--- src/rtl/apb_pkg.sv ---
// Shared APB definitions: master FSM state type and data width.
package apb_pkg;

    localparam int unsigned APB_DATA_WIDTH = 32;

    typedef enum logic [1:0] {
        IDLE,
        SETUP,
        ACCESS
    } apb_mst_state_e;

endpackage

--- src/rtl/apb_master_if.sv ---
// Request/response port plus APB bus of the single-outstanding APB master.
interface apb_master_if #(
    parameter int unsigned APB_ADDR_WIDTH = 12
);
    import apb_pkg::*;

    logic                      req_valid_i;
    logic                      req_ready_o;
    logic                      req_write_i;
    logic [APB_ADDR_WIDTH-1:0] req_addr_i;
    logic [APB_DATA_WIDTH-1:0] req_wdata_i;
    logic                      rsp_valid_o;
    logic [APB_DATA_WIDTH-1:0] rsp_rdata_o;
    logic                      rsp_err_o;
    logic                      busy_o;
    logic [APB_ADDR_WIDTH-1:0] PADDR;
    logic [APB_DATA_WIDTH-1:0] PWDATA;
    logic                      PWRITE;
    logic                      PSEL;
    logic                      PENABLE;
    logic [APB_DATA_WIDTH-1:0] PRDATA;
    logic                      PREADY;
    logic                      PSLVERR;

    modport master (
        input  req_valid_i, req_write_i, req_addr_i, req_wdata_i, PRDATA, PREADY, PSLVERR,
        output req_ready_o, rsp_valid_o, rsp_rdata_o, rsp_err_o, busy_o,
               PADDR, PWDATA, PWRITE, PSEL, PENABLE
    );

    modport slave (
        output req_valid_i, req_write_i, req_addr_i, req_wdata_i, PRDATA, PREADY, PSLVERR,
        input  req_ready_o, rsp_valid_o, rsp_rdata_o, rsp_err_o, busy_o,
               PADDR, PWDATA, PWRITE, PSEL, PENABLE
    );

endinterface

--- src/rtl/apb_master.sv ---
// Single-outstanding APB initiator: valid/ready request in, SETUP/ACCESS out,
// one-cycle response strobe back, with a wait-state timeout that reports an error.
module apb_master
    import apb_pkg::*;
#(
    parameter int unsigned APB_ADDR_WIDTH = 12,
    parameter int unsigned TIMEOUT_CYCLES = 255
) (
    input logic          HCLK,
    input logic          HRESET,
    apb_master_if.master bus
);

    localparam int unsigned CNT_W = (TIMEOUT_CYCLES == 0) ? 1 : $clog2(TIMEOUT_CYCLES + 1);
    localparam logic [CNT_W-1:0] CNT_LAST =
        CNT_W'((TIMEOUT_CYCLES == 0) ? 0 : TIMEOUT_CYCLES - 1);

    apb_mst_state_e            r_state, w_state_next;
    logic [CNT_W-1:0]          r_wait_cnt, w_wait_cnt_next;
    logic [APB_ADDR_WIDTH-1:0] r_paddr;
    logic [APB_DATA_WIDTH-1:0] r_pwdata;
    logic                      r_pwrite;
    logic                      r_rsp_valid, w_rsp_valid_next;
    logic                      r_rsp_err, w_rsp_err_next;
    logic [APB_DATA_WIDTH-1:0] r_rsp_rdata, w_rsp_rdata_next;
    logic                      w_load;

    always_ff @(posedge HCLK or posedge HRESET) begin
        if (HRESET) begin
            r_state     <= IDLE;
            r_wait_cnt  <= '0;
            r_paddr     <= '0;
            r_pwdata    <= '0;
            r_pwrite    <= 1'b0;
            r_rsp_valid <= 1'b0;
            r_rsp_err   <= 1'b0;
            r_rsp_rdata <= '0;
        end else begin
            r_state     <= w_state_next;
            r_wait_cnt  <= w_wait_cnt_next;
            r_rsp_valid <= w_rsp_valid_next;
            r_rsp_err   <= w_rsp_err_next;
            r_rsp_rdata <= w_rsp_rdata_next;
            if (w_load) begin
                r_paddr  <= bus.req_addr_i;
                r_pwdata <= bus.req_wdata_i;
                r_pwrite <= bus.req_write_i;
            end
        end
    end

    always_comb begin
        w_state_next     = r_state;
        w_wait_cnt_next  = r_wait_cnt;
        w_load           = 1'b0;
        w_rsp_valid_next = 1'b0;
        w_rsp_err_next   = r_rsp_err;
        w_rsp_rdata_next = r_rsp_rdata;
        unique case (r_state)
            IDLE: begin
                if (bus.req_valid_i) begin
                    w_load       = 1'b1;
                    w_state_next = SETUP;
                end
            end
            SETUP: begin
                w_wait_cnt_next = '0;
                w_state_next    = ACCESS;
            end
            ACCESS: begin
                // PREADY is checked first so a ready in the last allowed cycle still completes.
                if (bus.PREADY) begin
                    w_state_next     = IDLE;
                    w_rsp_valid_next = 1'b1;
                    w_rsp_err_next   = bus.PSLVERR;
                    w_rsp_rdata_next = (!r_pwrite && !bus.PSLVERR) ? bus.PRDATA : '0;
                end else if (TIMEOUT_CYCLES != 0 && r_wait_cnt == CNT_LAST) begin
                    w_state_next     = IDLE;
                    w_rsp_valid_next = 1'b1;
                    w_rsp_err_next   = 1'b1;
                    w_rsp_rdata_next = '0;
                end else if (TIMEOUT_CYCLES != 0) begin
                    w_wait_cnt_next = r_wait_cnt + CNT_W'(1);
                end
            end
            default: w_state_next = IDLE;
        endcase
    end

    assign bus.req_ready_o = (r_state == IDLE);
    assign bus.busy_o      = (r_state != IDLE);
    assign bus.PSEL        = (r_state != IDLE);
    assign bus.PENABLE     = (r_state == ACCESS);
    assign bus.PADDR       = r_paddr;
    assign bus.PWDATA      = r_pwdata;
    assign bus.PWRITE      = r_pwrite;
    assign bus.rsp_valid_o = r_rsp_valid;
    assign bus.rsp_err_o   = r_rsp_err;
    assign bus.rsp_rdata_o = r_rsp_rdata;

endmodule

--- src/flat_wrapper.sv ---
// flat-port wrapper written by rule: the top's interface ports become plain ports
module apb_master_flat import apb_pkg::*;
#(
    parameter int unsigned APB_ADDR_WIDTH = 12,
    parameter int unsigned TIMEOUT_CYCLES = 255
)
  (HCLK, HRESET, bus_req_valid_i, bus_req_write_i, bus_req_addr_i, bus_req_wdata_i, bus_PRDATA, bus_PREADY, bus_PSLVERR, bus_req_ready_o, bus_rsp_valid_o, bus_rsp_rdata_o, bus_rsp_err_o, bus_busy_o, bus_PADDR, bus_PWDATA, bus_PWRITE, bus_PSEL, bus_PENABLE);
  apb_master_if #(.APB_ADDR_WIDTH(APB_ADDR_WIDTH)) bus_i ();
  input logic HCLK;
  input logic HRESET;
  input wire logic [$bits(bus_i.req_valid_i)-1:0] bus_req_valid_i;
  input wire logic [$bits(bus_i.req_write_i)-1:0] bus_req_write_i;
  input wire logic [$bits(bus_i.req_addr_i)-1:0] bus_req_addr_i;
  input wire logic [$bits(bus_i.req_wdata_i)-1:0] bus_req_wdata_i;
  input wire logic [$bits(bus_i.PRDATA)-1:0] bus_PRDATA;
  input wire logic [$bits(bus_i.PREADY)-1:0] bus_PREADY;
  input wire logic [$bits(bus_i.PSLVERR)-1:0] bus_PSLVERR;
  output wire logic [$bits(bus_i.req_ready_o)-1:0] bus_req_ready_o;
  output wire logic [$bits(bus_i.rsp_valid_o)-1:0] bus_rsp_valid_o;
  output wire logic [$bits(bus_i.rsp_rdata_o)-1:0] bus_rsp_rdata_o;
  output wire logic [$bits(bus_i.rsp_err_o)-1:0] bus_rsp_err_o;
  output wire logic [$bits(bus_i.busy_o)-1:0] bus_busy_o;
  output wire logic [$bits(bus_i.PADDR)-1:0] bus_PADDR;
  output wire logic [$bits(bus_i.PWDATA)-1:0] bus_PWDATA;
  output wire logic [$bits(bus_i.PWRITE)-1:0] bus_PWRITE;
  output wire logic [$bits(bus_i.PSEL)-1:0] bus_PSEL;
  output wire logic [$bits(bus_i.PENABLE)-1:0] bus_PENABLE;
  assign bus_i.req_valid_i = bus_req_valid_i;
  assign bus_i.req_write_i = bus_req_write_i;
  assign bus_i.req_addr_i = bus_req_addr_i;
  assign bus_i.req_wdata_i = bus_req_wdata_i;
  assign bus_i.PRDATA = bus_PRDATA;
  assign bus_i.PREADY = bus_PREADY;
  assign bus_i.PSLVERR = bus_PSLVERR;
  assign bus_req_ready_o = bus_i.req_ready_o;
  assign bus_rsp_valid_o = bus_i.rsp_valid_o;
  assign bus_rsp_rdata_o = bus_i.rsp_rdata_o;
  assign bus_rsp_err_o = bus_i.rsp_err_o;
  assign bus_busy_o = bus_i.busy_o;
  assign bus_PADDR = bus_i.PADDR;
  assign bus_PWDATA = bus_i.PWDATA;
  assign bus_PWRITE = bus_i.PWRITE;
  assign bus_PSEL = bus_i.PSEL;
  assign bus_PENABLE = bus_i.PENABLE;
  apb_master #(.APB_ADDR_WIDTH(APB_ADDR_WIDTH), .TIMEOUT_CYCLES(TIMEOUT_CYCLES)) u_core (.HCLK(HCLK), .HRESET(HRESET), .bus(bus_i));
endmodule
--- config.mk ---
export PLATFORM = sky130hd
export DESIGN_NAME = apb_master_flat
export DESIGN_NICKNAME = d
export VERILOG_FILES = /design/src/rtl/apb_pkg.sv /design/src/rtl/apb_master_if.sv /design/src/rtl/apb_master.sv /design/src/flat_wrapper.sv
export SDC_FILE = /design/constraint.sdc
export NUM_CORES = 1
export LEC_CHECK = 0
export BUFFER_PORTS_ARGS = -buffer_cell sky130_fd_sc_hd__buf_4
export CORE_MARGIN = 2
export CORE_UTILIZATION = 25
export CTS_CLUSTER_SIZE = 30
export DETAILED_ROUTE_END_ITERATION = 16
export GPL_ROUTABILITY_DRIVEN = 0
export PLACE_DENSITY_LB_ADDON = 0.2
export RECOVER_POWER = 100
export SYNTH_ARGS = -nofsm -noshare
export SYNTH_HDL_FRONTEND = slang
export SYNTH_SLANG_ARGS = --single-unit
export TNS_END_PERCENT = 5
--- constraint.sdc ---
create_clock -name HCLK -period 3.1 [get_ports HCLK]
set_input_delay 0.465 -clock HCLK [delete_from_list [all_inputs] [get_ports HCLK]]
set_output_delay 0.465 -clock HCLK [all_outputs]
set_load 0.1 [all_outputs]
### Word-level counts from Yosys, hierarchy flattened

Index checks and enable logic that the tools add are counted.

| storage, ports and cells | value |
|---|---|
| word-level logic and storage cells | 43 |
| output and inout bits | 83 |
| flip-flop bits (word level) | 89 |
| input bits | 82 |

| operators by class | value |
|---|---|
| muxes and demuxes | 17 |
| reductions and logical operators | 10 |
| equality and inequality tests | 7 |
| add/subtract/negate cells | 1 |

Operators with widths:

| kind | number |
|---|---|
| two-way mux 32 bit | 3 |
| two-way mux 8 bit | 2 |
| one-hot mux 8 bit (2 select lines) | 1 |
| adder 8 x 1 -> 8 bit (second input constant) | 1 |
| equality test 8 bit (second input constant) | 1 |
| two-way mux 1 bit | 7 |
| two-way mux 2 bit | 3 |
| inequality test 2 bit (second input constant) | 3 |
| one-hot mux 2 bit (3 select lines) | 1 |
| nonzero test 2 bit | 3 |
| AND reduction 2 bit | 2 |
| inequality test 3 x 2 -> 1 bit (second input constant) | 1 |
| AND reduction 3 bit | 1 |
| equality test 2 x 1 -> 1 bit (second input constant) | 1 |
| equality test 2 bit (second input constant) | 1 |
| zero test 1 bit | 2 |
| zero test 2 bit | 1 |
| logical AND 1 bit | 1 |

### Depth between registers and ports, before layout

| depth | value |
|---|---|
| depth in word-level cells | 4 |
| depth in mapped cells | 7 |
| mapped depth without buffers | 7 |

### Worst setup path after synthesis

Ideal clock, no wire load.

| path | value |
|---|---|
| path kind | flip-flop to output port |
| start | register u_core.r_state[0] |
| end | output port bus_busy_o |
| cell stages (with the launch flop) | 4 |
| buffers on the path | 1 |
| path slack | -504 ps |
| data arrival time | 3139 ps |
| data required time | 2635 ps |
| path through | dfrtp_1 > nor2_1 > inv_1 > buf_4 |

| between the ends | value |
|---|---|
| word-level cells in the longest chain between the ends | 1 |

RTL lines:

| element | line | source |
|---|---|---|
| from (decl) | apb_master.sv:18 | `apb_mst_state_e r_state, w_state_next;` |
| from (signal assigned) | apb_master.sv:39 | `r_state <= w_state_next;` |
| nonzero test 2 bit | -- |  |
| to (decl) | flat_wrapper.sv:22 | `output wire logic [$bits(bus_i.busy_o)-1:0] bus_busy_o;` |

No other way between the ends.

### Worst setup path after layout

| path | value |
|---|---|
| start | register u_core.r_state[0] |
| end | output port bus_PENABLE |

| between the ends | value |
|---|---|
| word-level cells in the longest chain between the ends | 1 |

RTL lines:

| element | line | source |
|---|---|---|
| equality test 2 bit | apb_master.sv:93 | `assign bus.PENABLE = (r_state == ACCESS);` |
| to (decl) | flat_wrapper.sv:27 | `output wire logic [$bits(bus_i.PENABLE)-1:0] bus_PENABLE;` |

No other way between the ends.

==> metrics.cfg <==
[status]
status = finished with violations
violations = max-capacitance violations, max-slew violations

[sta]
min_period_over_period = 0.7665
clock.fmax_ghz = 0.4208
slew_viol_final = 38
grt_setup_unrepaired = no
skew_ns = 0.007025
period_needed_ns = 2.376
relSlewSlack = -0.2194
hold_viol = 0
tightest_slew_ns = 1.819
setup_violations = 0
setup-tns-final_ns = 0

[synthesis]
yosysUniqueCellTypes = 31
syn_area_mm2 = 0.003393
ys_seq_elements = 89
synth_top_family_by_area = multiplexers
async_flop_share = 1.000
syn_inst = 228
yosys_warnings = 0
synth-simple-area-share = 0.03761
synth_edf_count = 0
synth_fa_ha_area_frac = 0.007375
synth_top_area_share = 0.6563
synth_flop_cell = dfrtp_1
synth_compound_area_frac = 0.1165
synth-seq-area-share = 0.6563
netlist_top_cells_count = dfrtp_1, mux2_2, a22o_1
synth_area_leaders = dfrtp_1, mux2_2, a22o_1, buf_2, buf_4
synth_fp_nets = 312
synth_xor_area_frac = 0
yosysTopAreaCell = dfrtp_1
synth.area.mux_share = 0.1527
synth.most_common_cell = dfrtp_1
synth.avg_cell_area_um2 = 14.88

[clock_network]
clock_sink_count = 89
cts_buffers = 9
cts_hold_buf = 0
cts_setup_buffers = 0
cts_max_level = 3
clk_latency_ns = 0.34
clk_pin_slew_ns = 0.06
tritoncts = done
cts_root_buf = clkbuf_16
clock_path_buffers = 2
ctsResizeCount = 0

[global_route]
grt_pass1_wl_mm = 13.72
grt_pass1_vias = 2574
track_usage = 0.1228
grt_max_degree = 53
grt_overflow = 0
antenna_found_initial = 0

[detailed_routing]
highest_layer = met4
wl_met3_um = 723
wl_met2_mm = 4.019
wl_met1_mm = 3.854
via_per_inst = 4.383
drt_wl_total_mm = 8.713
dr.pass1.iters = 3
drc_errors = 0
antenna_left = 0
drt-initial-drc-count = 109
wire_per_inst_um = 15.18
vias = 2516

[setup_path]
cp-start-kind = register
crit_path_end_kind = primary output
cp.required_ns = 2.63
rr_startpoint = u_core.r_state[0]
r2r_cells = 4
reg2reg_slack_ns = 0.84
crit_arrival_ns = 1.91
r2r-end = u_core.bus.PWDATA[2]
crit_type = reg -> out
crit_fanout = 4

[die]
die_h_um = 120.5
rows = 42
pin_count = 165
die_area_mm2 = 0.01452
fp.dieW_um = 120.5
start_util = 0.2562
coreArea_mm2 = 0.01324

[worst_hold_path]
whs_endpoint = u_core.bus.rsp_rdata_o[19]
holdCritStartpoint = bus_PRDATA[19]
hold_depth = 2
min_path_type = in -> reg

[final_layout]
fillers = 1384
multi_input_area_mm2 = 0.001074
diodes = 0
ff_latch_area_mm2 = 0.002227
layout-drive-gt1-share = 0.3819
area_delta_synth_final_pct = 42.44
nNetsFinal = 478

[placement]
portBuffers = 164
place_hpwl_mm = 6.108

[run]
maxCapViolations = 1

routing by layer:
metal / vias up / GRT usage
li1: 1161 / -
met1: 1246 / 0.1597
met2: 98 / 0.1850
met3: 11 / 0.05330
met4: 0 / 0.03706
met5: - / 0
cell families (layout without fill, tap and decap cells):
kind of cell	Yosys count	in the layout
AO/OA/AOI/OAI	49	49
adder cells (fa/ha/maj)	2	2
buffers and inverters	19	189
flip-flops	89	89
multiplexers	46	46
AND/OR/NAND/NOR	23	23
worst max-delay path by stage:
stage                                  from              endpoint  depth (start not counted)
after global placement    u_core.r_state[0]  u_core.bus.PWDATA[2]                          4
final                     u_core.r_state[0]           bus_PENABLE                          2
after floorplan           u_core.r_state[0]            bus_busy_o                          3
after CTS                 u_core.r_state[0]  u_core.bus.PWDATA[6]                          4
after detailed placement  u_core.r_state[0]  u_core.bus.PWDATA[6]                          4
after global routing      u_core.r_state[1]           bus_PENABLE                          2
critical path, stage by stage, from the launching register on:
cell and delay (ns):
dfrtp_1 0.41, nor2b_1 0.25, clkbuf_1 0.91
cells in the final DEF (no fill, tap or decap), types with 2 or more instances in the layout:
| master | instances |
|---|---|
| nor2_1 | 2 |
| dfrtp_1 | 89 |
| bufinv_16 | 2 |
| buf_4 | 82 |
| or3_1 | 2 |
| ha_1 | 2 |
| o31ai_1 | 2 |
| a22o_1 | 32 |
| clkbuf_16 | 9 |
| a21oi_1 | 2 |
| mux2_2 | 46 |
| a31o_2 | 2 |
| o21ai_2 | 2 |
| o21ai_0 | 4 |
| clkbuf_1 | 86 |
| inv_1 | 4 |
| nand3_1 | 7 |
| clkbuf_8 | 3 |
| nand2_1 | 3 |
registers in the layout, summed over array words and instances, names as in the netlist:
register / flops
u_core.bus.PADDR: 12
u_core.bus.PWDATA: 32
u_core.bus.PWRITE: 1
u_core.bus.rsp_err_o: 1
u_core.bus.rsp_rdata_o: 32
u_core.bus.rsp_valid_o: 1
u_core.r_state: 2
u_core.r_wait_cnt: 8
area by class of cell:
cell class / instances / share of cell area
Multi-Input combinational cell: 120 / 0.2221
Clock buffer: 13 / 0.05591
Sequential cell: 89 / 0.4608
Tap cell: 176 / 0.04556
Clock inverter: 2 / 0.01243
Inverter: 5 / 0.004142
Timing Repair Buffer: 169 / 0.1991
stage by stage:
step | instances | hold slack, ns | area [um^2] | setup slack, ns | utilization
5_1_grt | 574 | 0.3255 | 4833 | 0.6315 | 0.3650
3_3_place_gp | 559 | 0.4797 | 4825 | 1.127 | 0.3643
2_1_floorplan | 228 | 0.4979 | 3396 | 0.2245 | -
6_report | 574 | 0.3366 | 4833 | 0.7238 | 0.3650
4_1_cts | 574 | 0.2350 | 5155 | 1.083 | 0.3893
3_5_place_dp | 559 | 0.4933 | 4825 | 1.086 | 0.3643
Power is left out: the tool's default activity adds up to more than one toggle a clock period on the data nets, which glitch-free logic cannot reach.
